**src/rtl/div_pkg.sv**
```systemverilog
// div_pkg: shared types and sizing for the sequential restoring divider
package div_pkg;
    localparam int DIV_WIDTH = 8;
    typedef enum logic [1:0] {IDLE, RUN, DONE} div_state_t;
    function automatic int cnt_width(input int w);
        return $clog2(w + 1);
    endfunction
endpackage

```
**src/rtl/div_step.sv**
```systemverilog
// div_step: one combinational restoring iteration (shift {r,q} left, trial subtract d)
module div_step #(
    parameter int WIDTH = 8
) (
    input  logic [WIDTH:0]   r,
    input  logic [WIDTH-1:0] q,
    input  logic [WIDTH-1:0] d,
    output logic [WIDTH:0]   r_next,
    output logic [WIDTH-1:0] q_next
);
    logic [WIDTH:0]   r_sh;
    logic [WIDTH:0]   trial;
    logic [WIDTH-1:0] q_sh;
    // r[WIDTH] is always 0 between steps because r < d, so dropping it in the shift is safe
    always_comb begin
        r_sh   = {r[WIDTH-1:0], q[WIDTH-1]};
        q_sh   = {q[WIDTH-2:0], 1'b0};
        trial  = r_sh - {1'b0, d};
        r_next = trial[WIDTH] ? r_sh : trial;
        q_next = trial[WIDTH] ? q_sh : (q_sh | WIDTH'(1));
    end
endmodule

```
**src/rtl/seq_divider_8bit.sv**
```systemverilog
// seq_divider_8bit: multi-cycle unsigned restoring divider, one step per clock
module seq_divider_8bit
    import div_pkg::*;
#(
    parameter int WIDTH = DIV_WIDTH
) (
    input  logic             clk,
    input  logic             rst_n,
    input  logic             start,
    input  logic [WIDTH-1:0] dividend,
    input  logic [WIDTH-1:0] divisor,
    output logic             busy,
    output logic             done,
    output logic [WIDTH-1:0] quotient,
    output logic [WIDTH-1:0] remainder,
    output logic             div_by_zero
);
    localparam int CW = cnt_width(WIDTH);

    div_state_t       state_q, state_d;
    logic [CW-1:0]    cnt_q, cnt_d;
    logic [WIDTH:0]   r_q, r_d, r_next;
    logic [WIDTH-1:0] q_q, q_d, q_next;
    logic [WIDTH-1:0] d_q, d_d;
    logic [WIDTH-1:0] quotient_q, quotient_d;
    logic [WIDTH-1:0] remainder_q, remainder_d;
    logic             dbz_q, dbz_d;
    logic             accept;

    div_step #(.WIDTH(WIDTH)) u_step (
        .r      (r_q),
        .q      (q_q),
        .d      (d_q),
        .r_next (r_next),
        .q_next (q_next)
    );

    // Next-state: accept from IDLE/DONE, iterate in RUN, publish results on the last step
    always_comb begin
        state_d     = state_q;
        cnt_d       = cnt_q;
        r_d         = r_q;
        q_d         = q_q;
        d_d         = d_q;
        quotient_d  = quotient_q;
        remainder_d = remainder_q;
        dbz_d       = dbz_q;
        accept      = start && (state_q != RUN);
        if (accept) begin
            q_d   = dividend;
            d_d   = divisor;
            r_d   = '0;
            cnt_d = '0;
            if (divisor == '0) begin
                state_d     = DONE;
                quotient_d  = '1;
                remainder_d = dividend;
                dbz_d       = 1'b1;
            end else begin
                state_d = RUN;
                dbz_d   = 1'b0;
            end
        end else if (state_q == RUN) begin
            r_d   = r_next;
            q_d   = q_next;
            cnt_d = cnt_q + 1'b1;
            if (cnt_q == CW'(WIDTH - 1)) begin
                state_d     = DONE;
                quotient_d  = q_next;
                remainder_d = r_next[WIDTH-1:0];
            end
        end else if (state_q == DONE) begin
            state_d = IDLE;
        end
    end

    // State and datapath registers; reset discards any in-flight operation
    always_ff @(posedge clk or negedge rst_n) begin
        if (!rst_n) begin
            state_q     <= IDLE;
            cnt_q       <= '0;
            r_q         <= '0;
            q_q         <= '0;
            d_q         <= '0;
            quotient_q  <= '0;
            remainder_q <= '0;
            dbz_q       <= 1'b0;
        end else begin
            state_q     <= state_d;
            cnt_q       <= cnt_d;
            r_q         <= r_d;
            q_q         <= q_d;
            d_q         <= d_d;
            quotient_q  <= quotient_d;
            remainder_q <= remainder_d;
            dbz_q       <= dbz_d;
        end
    end

    assign busy        = (state_q == RUN);
    assign done        = (state_q == DONE);
    assign quotient    = quotient_q;
    assign remainder   = remainder_q;
    assign div_by_zero = dbz_q;
endmodule
```
**config.mk**
```make
export PLATFORM = sky130hd
export DESIGN_NAME = seq_divider_8bit
export DESIGN_NICKNAME = d
export VERILOG_FILES = /design/src/rtl/div_pkg.sv /design/src/rtl/div_step.sv /design/src/rtl/seq_divider_8bit.sv
export SDC_FILE = /design/constraint.sdc
export NUM_CORES = 1
export LEC_CHECK = 0
export BUFFER_PORTS_ARGS = -buffer_cell sky130_fd_sc_hd__buf_2
export CAP_MARGIN = 20
export CORE_ASPECT_RATIO = 1.2
export CORE_UTILIZATION = 45
export CTS_CLUSTER_SIZE = 8
export DETAILED_ROUTE_END_ITERATION = 8
export HOLD_SLACK_MARGIN = 0.06
export PLACE_DENSITY = 0.75
export RECOVER_POWER = 100
export SKIP_CTS_REPAIR_TIMING = 1
export SLEW_MARGIN = 20
export SYNTH_ARGS = -nofsm -noshare
export SYNTH_HDL_FRONTEND = slang
export SYNTH_SLANG_ARGS = --single-unit
```
**constraint.sdc**
```tcl
create_clock -name clk -period 6.35 [get_ports clk]
set_input_delay 0.635 -clock clk [delete_from_list [all_inputs] [get_ports clk]]
set_output_delay 0.635 -clock clk [all_outputs]
set_load 0.05 [all_outputs]
```
# --- Word level (Yosys, flattened, before mapping) ---
# Index checks and enable logic that the tools add are counted.
totals:
  register_bits: 47
  output_inout_bits: 19
  elab_cells: 45
classes:
  addsub: 2
  n_eq_ne: 6
  muxes: 22
  n_reduce_logical: 7
ops:
  columns: ["operator", "count"]
  rows:
  - ["2-to-1 mux 8 bit", 13]
  - ["2-to-1 mux 2 bit", 5]
  - ["subtractor 9 x 8 -> 9 bit", 1]
  - ["logical NOT 8 bit", 1]
  - ["2-to-1 mux 4 bit", 2]
  - ["adder 4 x 1 -> 4 bit (second input constant)", 1]
  - ["== test 4 x 3 -> 1 bit (second input constant)", 1]
  - ["!= test 2 x 1 -> 1 bit (second input constant)", 2]
  - ["nonzero test 2 bit", 2]
  - ["!= test 3 x 1 -> 1 bit (second input constant)", 1]
  - ["AND reduction 3 bit", 1]
  - ["nonzero test 3 bit", 1]
  - ["== test 2 x 1 -> 1 bit (second input constant)", 1]
  - ["== test 2 bit (second input constant)", 1]
  - ["2-to-1 mux 1 bit", 2]
  - ["AND reduction 2 bit", 1]
  - ["logical AND 1 bit", 1]

# --- Depth between registers and ports, before layout ---
# Gate-level depths: netlist of the first run.
logic_depth:
  ltp_word: 5
  mapped_depth: 10
  mapped_depth_nobuf: 9

# --- By module ---
# From an unflattened synthesis of the first run, not the netlist that was laid out.
hier_totals:
  hier_cells: 274
  hier_area_um2: 2723.9
modules_own_cells:
  columns: ["mod", "n_inst", "cells_each", "area_per_inst_um2"]
  rows:
  - ["seq_divider_8bit", 1, 196, 2163.3]
  - ["div_step", 1, 78, 560.5]

# --- Least setup slack after synthesis of the first run ---
# No wires, ideal clock.
synth_timing:
  path_type: "register -> register"
  start: "register q_q[7]"
  end: "register remainder_q[6] (netlist: remainder[6])"
  setup_ns: 0.132
  arrival_time_ns: 2.367
  t_required_ns: 6.218
  setup_slack_ns: 3.851
  stages_incl_launch_ff: 11
  path_buffers: 1
  synth_period_minus_slack_ns: 2.499
  path_cell_list: "dfrtp_1 inv_1 ha_1 inv_1 fa_1 a211oi_4 o211ai_2 a221oi_4 buf_6 mux2i_1 o221ai_2"
synth_between:
  elab_chain_len: 5
synth_rtl:
  columns: ["element", "line", "source"]
  rows:
  - ["start, declared", "seq_divider_8bit.sv:23", "logic [WIDTH-1:0] q_q, q_d, q_next;"]
  - ["start signal, assigned", "seq_divider_8bit.sv:92", "q_q <= q_d;"]
  - ["subtractor 9 x 8 -> 9 bit", "div_step.sv:18", "trial = r_sh - {1'b0, d};"]
  - ["2-to-1 mux 8 bit", "div_step.sv:19", "r_next = trial[WIDTH] ? r_sh : trial;"]
  - ["2-to-1 mux 8 bit", "seq_divider_8bit.sv:67", "if (cnt_q == CW'(WIDTH - 1)) begin"]
  - ["2-to-1 mux 8 bit", "seq_divider_8bit.sv:63", "end else if (state_q == RUN) begin"]
  - ["2-to-1 mux 8 bit", "seq_divider_8bit.sv:49", "if (accept) begin"]
  - ["end signal, assigned", "seq_divider_8bit.sv:95", "remainder_q <= remainder_d;"]
  - ["end, declared", "seq_divider_8bit.sv:26", "logic [WIDTH-1:0] remainder_q, remainder_d;"]
# Every way passes these cells. The select of a mux whose other input is x is not followed.
# A chain may end at the register's enable or synchronous reset.

# --- Worst setup path in the final report of the first run ---
layout_timing:
  start: "register q_q[7]"
  end: "register r_q[5]"
layout_between:
  elab_chain_len: 4
layout_rtl:
  columns: ["element", "line", "source"]
  rows:
  - ["subtractor 9 x 8 -> 9 bit", "div_step.sv:18", null]
  - ["2-to-1 mux 8 bit", "div_step.sv:19", null]
  - ["2-to-1 mux 8 bit", "seq_divider_8bit.sv:63", null]
  - ["2-to-1 mux 8 bit", "seq_divider_8bit.sv:49", null]
  - ["end signal, assigned", "seq_divider_8bit.sv:91", "r_q <= r_d;"]
  - ["end, declared", "seq_divider_8bit.sv:22", "logic [WIDTH:0] r_q, r_d, r_next;"]
# Every way passes these cells. The select of a mux whose other input is x is not followed.

==> run metrics, run 1 <==
vias in the first global route 2,136; crit path cell chain inv_1 > ha_1 > inv_1 > fa_1 > a211oi_1 > o211ai_2 > a221oi_1 > o21ai_0 > o221ai_1; hold crit path type flop to flop; register-to-register setup slack 2120 ps; Tot GR Track Use 0.205; crit-path max FO 14; CTS tree built; #FFs+latches synth 47; I/O pins 38; Hold Fails Final Rpt 0; WL per Instance 15.4 um; Root Buffer clkbuf_8; Detailed Route WL 5.97 mm; ys flop type dfrtp_1; Arr. time, crit path 4430 ps; relative slew slack -0.639; CP Launch Type flop; Fillers 561; die width 72.3 um; # H-tree levels 2; FP Rows 30; most area-hungry cell type in the Yosys netlist dfrtp_1; Pleak 0.00124 uW; worst skew pair latency 300 ps; CTS buffer count 5; Mapped Cells 275; largest cells by area after synthesis dfrtp_1, nand2_1, ha_1; crit-path max cell delay 1600 ps; starting density of the core 0.468; Syn Area/Cell 9.70 um2; hold endpoint quotient[4]$_DFFE_PN0P_; buffers added on ports 37; most common cell type on the critical path inv_1; top-area cell type share of the netlist area 0.441; worst r2r path cells 9; most frequent cells in the layout nand2_1, dfrtp_1, o21ai_0; core area 5710 um2; required time worst endpoint 6550 ps; Power Dens Cells 468 nW/um2; first-pass GRT wire length 9.96 mm; routability cong. 0.810; Max Clk Rate 236 MHz; Initial DRC Count 103; final worst-path cycle share 0.666; clock slew at reported path FFs 80 ps; reg2reg start q_q[7]$_DFFE_PN0P_; EDFF count, synth 0; clk buf depth 2; Synth Cell Area 2670 um2; die height 86.4 um; layout cells sized above 1 0.136; peak supply drop 0.000229 V; P&R area growth vs syn 10.0%; final clock skew 7.02 ps; DRC viols 0; crit path time final 4230 ps; Worst Path Buf+Inv 2; Worst Max-Slew Pin Slew 2460 ps; global-route congestion overflow total 0; vias 2,138; post-DP HPWL 4.32 mm; DR vias/cell 5.51; Cell variety after synth 45; most common cell after layout, fill and taps aside nand2_1; worst hold stages 2; n_diodes 0; die area 6240 um2; Hold Startpoint q_q[3]$_DFFE_PN0P_; critical path's slowest cell a221oi_1; Final setup viols 0; Setup Total Neg Slack 0 ps; Slew Limit Fails 63; syn_nets 307; Worst setup EP type flop; drt pass-1 iters 4; share of synthesized registers carrying an async set or reset 1.00; status complete, but fails checks; initial antenna violation count 0; Ys Warns 0; largest net degree at the start of global routing 48; Tot Pwr 1380 uW; RR Endpoint r_q[5]$_DFFE_PN0P_; CTS Sinks 47; post-synthesis sequential area ratio 0.441; Routed Antenna Nets 0; failing checks capacitance limit, slew limit; kind of critical path flop to flop; Final nets 339; unrepaired setup endpoints after global routing no; CP top delay family compound AO/OA/AOI/OAI gates; Max Cap Viol 2
[cell families after synthesis]
kind of cell | count (synthesis) | synth area share
compound gates | 75 | 0.201
mux | 24 | 0.0947
flops | 47 | 0.441
fa+ha+maj | 13 | 0.0638
buf+inv | 29 | 0.0450
simple gates | 83 | 0.142
xor+xnor | 4 | 0.0131
[worst min-delay path, stage by stage (launching register included)]
cell and delay [ps]:
dfrtp_1 360, nand2_1 60, nand2_1 50
[through the flow]
step / instance area [um2] / setup slack (ps) / hold WS, ps / std cells / utilization
6_report: 2940 / 2120 / 501 / 388 / 0.515
5_1_grt: 2940 / 1660 / 527 / 388 / 0.515
4_1_cts: 3000 / 3410 / 507 / 388 / 0.526
3_5_place_dp: 2910 / 3400 / 481 / 380 / 0.509
3_3_place_gp: 2910 / 3530 / 486 / 380 / 0.509
2_1_floorplan: 2670 / 3850 / 339 / 275 / -
[final cells by class]
type	count	area [um2]	share of cell area
well taps	80	100	0.0341
inverters	15	56.3	0.0192
repair buffers	39	171	0.0584
clock inverters	1	8.76	0.00298
multi-input cells	199	1340	0.455
flip-flops and latches	47	1180	0.401
clock buffers	7	86.3	0.0294
[layer usage]
metal,wire [um],global-route usage,vias to the layer above
li1,-,-,1048
met1,2650,0.272,1020
met2,2920,0.335,64
met3,334,0.0453,6
met4,61,0.0588,0
met5,0,0,-
[power by group]
group          total, uW  switching, uW  internal, uW  leakage, uW
logic                711            458           253     0.000650
registers            475           75.3           400     0.000537
clock network        189           99.5          89.3    0.0000484
total               1380            633           743      0.00124
[synth_stat cells, types with 2 or more instances]
cell type,n
nand2_1,53
mux2i_1,14
nand3b_1,3
clkbuf_1,8
buf_2,3
or4_1,2
o221ai_2,3
nand2b_1,3
dfrtp_1,47
nand3_1,2
nor2b_1,2
o21ai_0,30
a211oi_1,2
o22ai_1,6
o221ai_1,5
o21ai_1,4
mux2_2,10
nor2_1,10
nand4b_1,2
o211ai_1,4
a21oi_1,8
nor3b_1,2
xor2_1,4
inv_1,15
buf_1,2
ha_1,12
[state kept, by name (all words and copies together) (netlist names)]
signal,cells
d_q,8
q_q,8
quotient,8
r_q,8
remainder,8
cnt_q,4
state_q,2
div_by_zero,1
[worst max-delay path by stage]
stage	from	end	slack, ps	cells after the start
finish	q_q[7]$_DFFE_PN0P_	r_q[5]$_DFFE_PN0P_	2120	9
global route	q_q[7]$_DFFE_PN0P_	r_q[5]$_DFFE_PN0P_	1660	9
CTS	q_q[7]$_DFFE_PN0P_	remainder[0]$_DFFE_PN0P_	3410	9
detailed placement	q_q[7]$_DFFE_PN0P_	remainder[0]$_DFFE_PN0P_	3400	9
global placement	q_q[7]$_DFFE_PN0P_	remainder[0]$_DFFE_PN0P_	3530	9
floorplan	q_q[7]$_DFFE_PN0P_	remainder[6]$_DFFE_PN0P_	3850	10
Note: power is estimated with default switching activity, not from simulation.
==> run 2: changes to the inputs <==
- ABC_AREA: unset -> 1
- clock period: 6.35 -> 4.03 ns (I/O delays scaled with it)
==> run metrics, run 2 <==
Post-Place Setup Slack 1610 ps; syn_nets 369; Worst setup EP type flop; Pleak 0.00157 uW; reg2reg start state_q[0]$_DFFE_PN0P_; Initial DRC Count 249; Slew Limit Fails 48; Cell variety after synth 29; clock slew at reported path FFs 90 ps; most common cell in the netlist nand2_1; Root Buffer clkbuf_8; footprint of the multi-input gates 1200 um2; Final setup viols 0; Setup Total Neg Slack 0 ps; Mapped Cells 337; Hold Fails Final Rpt 0; Arr. time, crit path 3050 ps; initial antenna violation count 0; CTS Sinks 47; share of synthesized registers carrying an async set or reset 1.00; largest cells by area after synthesis dfrtp_1, nand2_1, inv_1; crit path time final 2840 ps; relative slew slack -0.667; final worst-path cycle share 0.705; Synth Cell Area 2640 um2; layout cells sized above 1 0.120; post-route cell area 2940 um2; buffers added on ports 37; Worst Max-Slew Pin Slew 2500 ps; Hold Startpoint divisor[6]; Tot Pwr 2220 uW; post-synthesis mux area share 0; most frequent cells in the layout nand2_1, inv_1, dfrtp_1; drt pass-1 iters 4; largest family of logic cells by synthesized area simple AND/OR/NAND/NOR gates; kind of critical path flop to flop; EDFF count, synth 0; die area 6170 um2; crit-path max FO 33; Routed Antenna Nets 0; Power Dens Cells 757 nW/um2; CTS tree built; starting density of the core 0.465; Synth Area in Compound Gates 0.0907; Detailed Route WL 5.65 mm; vias in the first global route 2,167; required time worst endpoint 4240 ps; Ys Warns 0; most area-hungry cell type in the Yosys netlist dfrtp_1; ys flop type dfrtp_1; die width 71.9 um; CTS buffer count 5; failing checks capacitance limit, slew limit; top-area cell type share of the netlist area 0.446; # H-tree levels 2; Placement Cell Area 2880 um2; worst skew pair latency 310 ps; Max Cap Viol 1; xor/xnor share of the synthesized area 0.00997; DRC viols 0; #FFs+latches synth 47; CP startpoint state_q[0]$_DFFE_PN0P_; FP Rows 30; peak supply drop 0.000288 V; WL per Instance 12.4 um; largest net degree at the start of global routing 48; vias 2,256; hold crit path type input pin to flop; Synth Area in Simple Gates 0.298; Fillers 562; post-synthesis sequential area ratio 0.446; Syn Area/Cell 7.82 um2; unrepaired setup endpoints after global routing no; P&R area growth vs syn 11.4%; clk buf depth 2; post-DP HPWL 4.23 mm; Setup WS post-layout 1190 ps; die height 85.8 um; met2 wire length 2.87 mm; Max Clk Rate 352 MHz; status complete, but fails checks; CP Launch Type flop; final clock skew 9.36 ps; core area 5670 um2; most common cell after layout, fill and taps aside nand2_1; Tot GR Track Use 0.199; routability cong. 0.869; Final nets 405; I/O pins 38; Reg area 1180 um2; highest metal used met4; DR WL met3 171 um; DR vias/cell 4.97; n_diodes 0; final hold slack 326 ps; global-route congestion overflow total 0; first-pass GRT wire length 9.60 mm; top cells by count, synth nand2_1, inv_1, dfrtp_1, nand3_1, nor2_1; post-synthesis adder-cell area fraction 0.0645; WL met1 2.53 mm
run 2: through the flow:
stage                util  cells
global placement    0.509    446
detailed placement  0.509    446
global route        0.518    454
floorplan               -    337
CTS                 0.526    454
finish              0.518    454
run 2: path summary, 6_finish.rpt:
check	depth (start not counted)	endpoint	slack, ps
min in group asynchronous	1	cnt_q[2]$_DFFE_PN0P_	860
max in group asynchronous	1	remainder[0]$_DFFE_PN0P_	1750
hold / removal	3	d_q[6]$_DFFE_PN0P_	330
setup / recovery	9	remainder[6]$_DFFE_PN0P_	1190
setup reg to reg	9	remainder[6]$_DFFE_PN0P_	1190
hold reg to reg	1	cnt_q[3]$_DFFE_PN0P_	500
run 2: cell type report:
cell class              instances  area share
clock buffers                   6      0.0281
clock inverters                 2     0.00554
inverters                      52      0.0665
multi-input cells             229       0.409
flip-flops and latches         47       0.401
well taps                      80      0.0341
repair buffers                 38      0.0558
run 2: report_power, final:
| group | internal [uW] | total [uW] | switching (uW) |
|---|---|---|---|
| logic | 388 | 1210 | 822 |
| clock network | 140 | 306 | 166 |
| registers | 615 | 705 | 90.8 |
| total | 1140 | 2220 | 1080 |
run 2: cells by family (layout without fill, tap and decap cells):
group | Yosys count | after routing
adder cells (fa/ha/maj) | 13 | 13
buffers and inverters | 61 | 98
AO/OA/AOI/OAI | 39 | 39
XOR/XNOR | 3 | 3
AND/OR/NAND/NOR | 174 | 174
flip-flops | 47 | 47
run 2: routing by layer:
metal,track usage,vias up
li1,-,1138
met5,0,-
met1,0.243,1059
met2,0.352,50
met4,0.0713,0
met3,0.0294,9
run 2: worst max-delay path: stages (launching register included):
cell	delay, ps
dfrtp_1	420
ha_1	360
nor2_4	570
nand2_1	220
nand2_1	470
inv_1	250
a21oi_1	230
nand3_1	110
nand2_1	70
inv_1	30
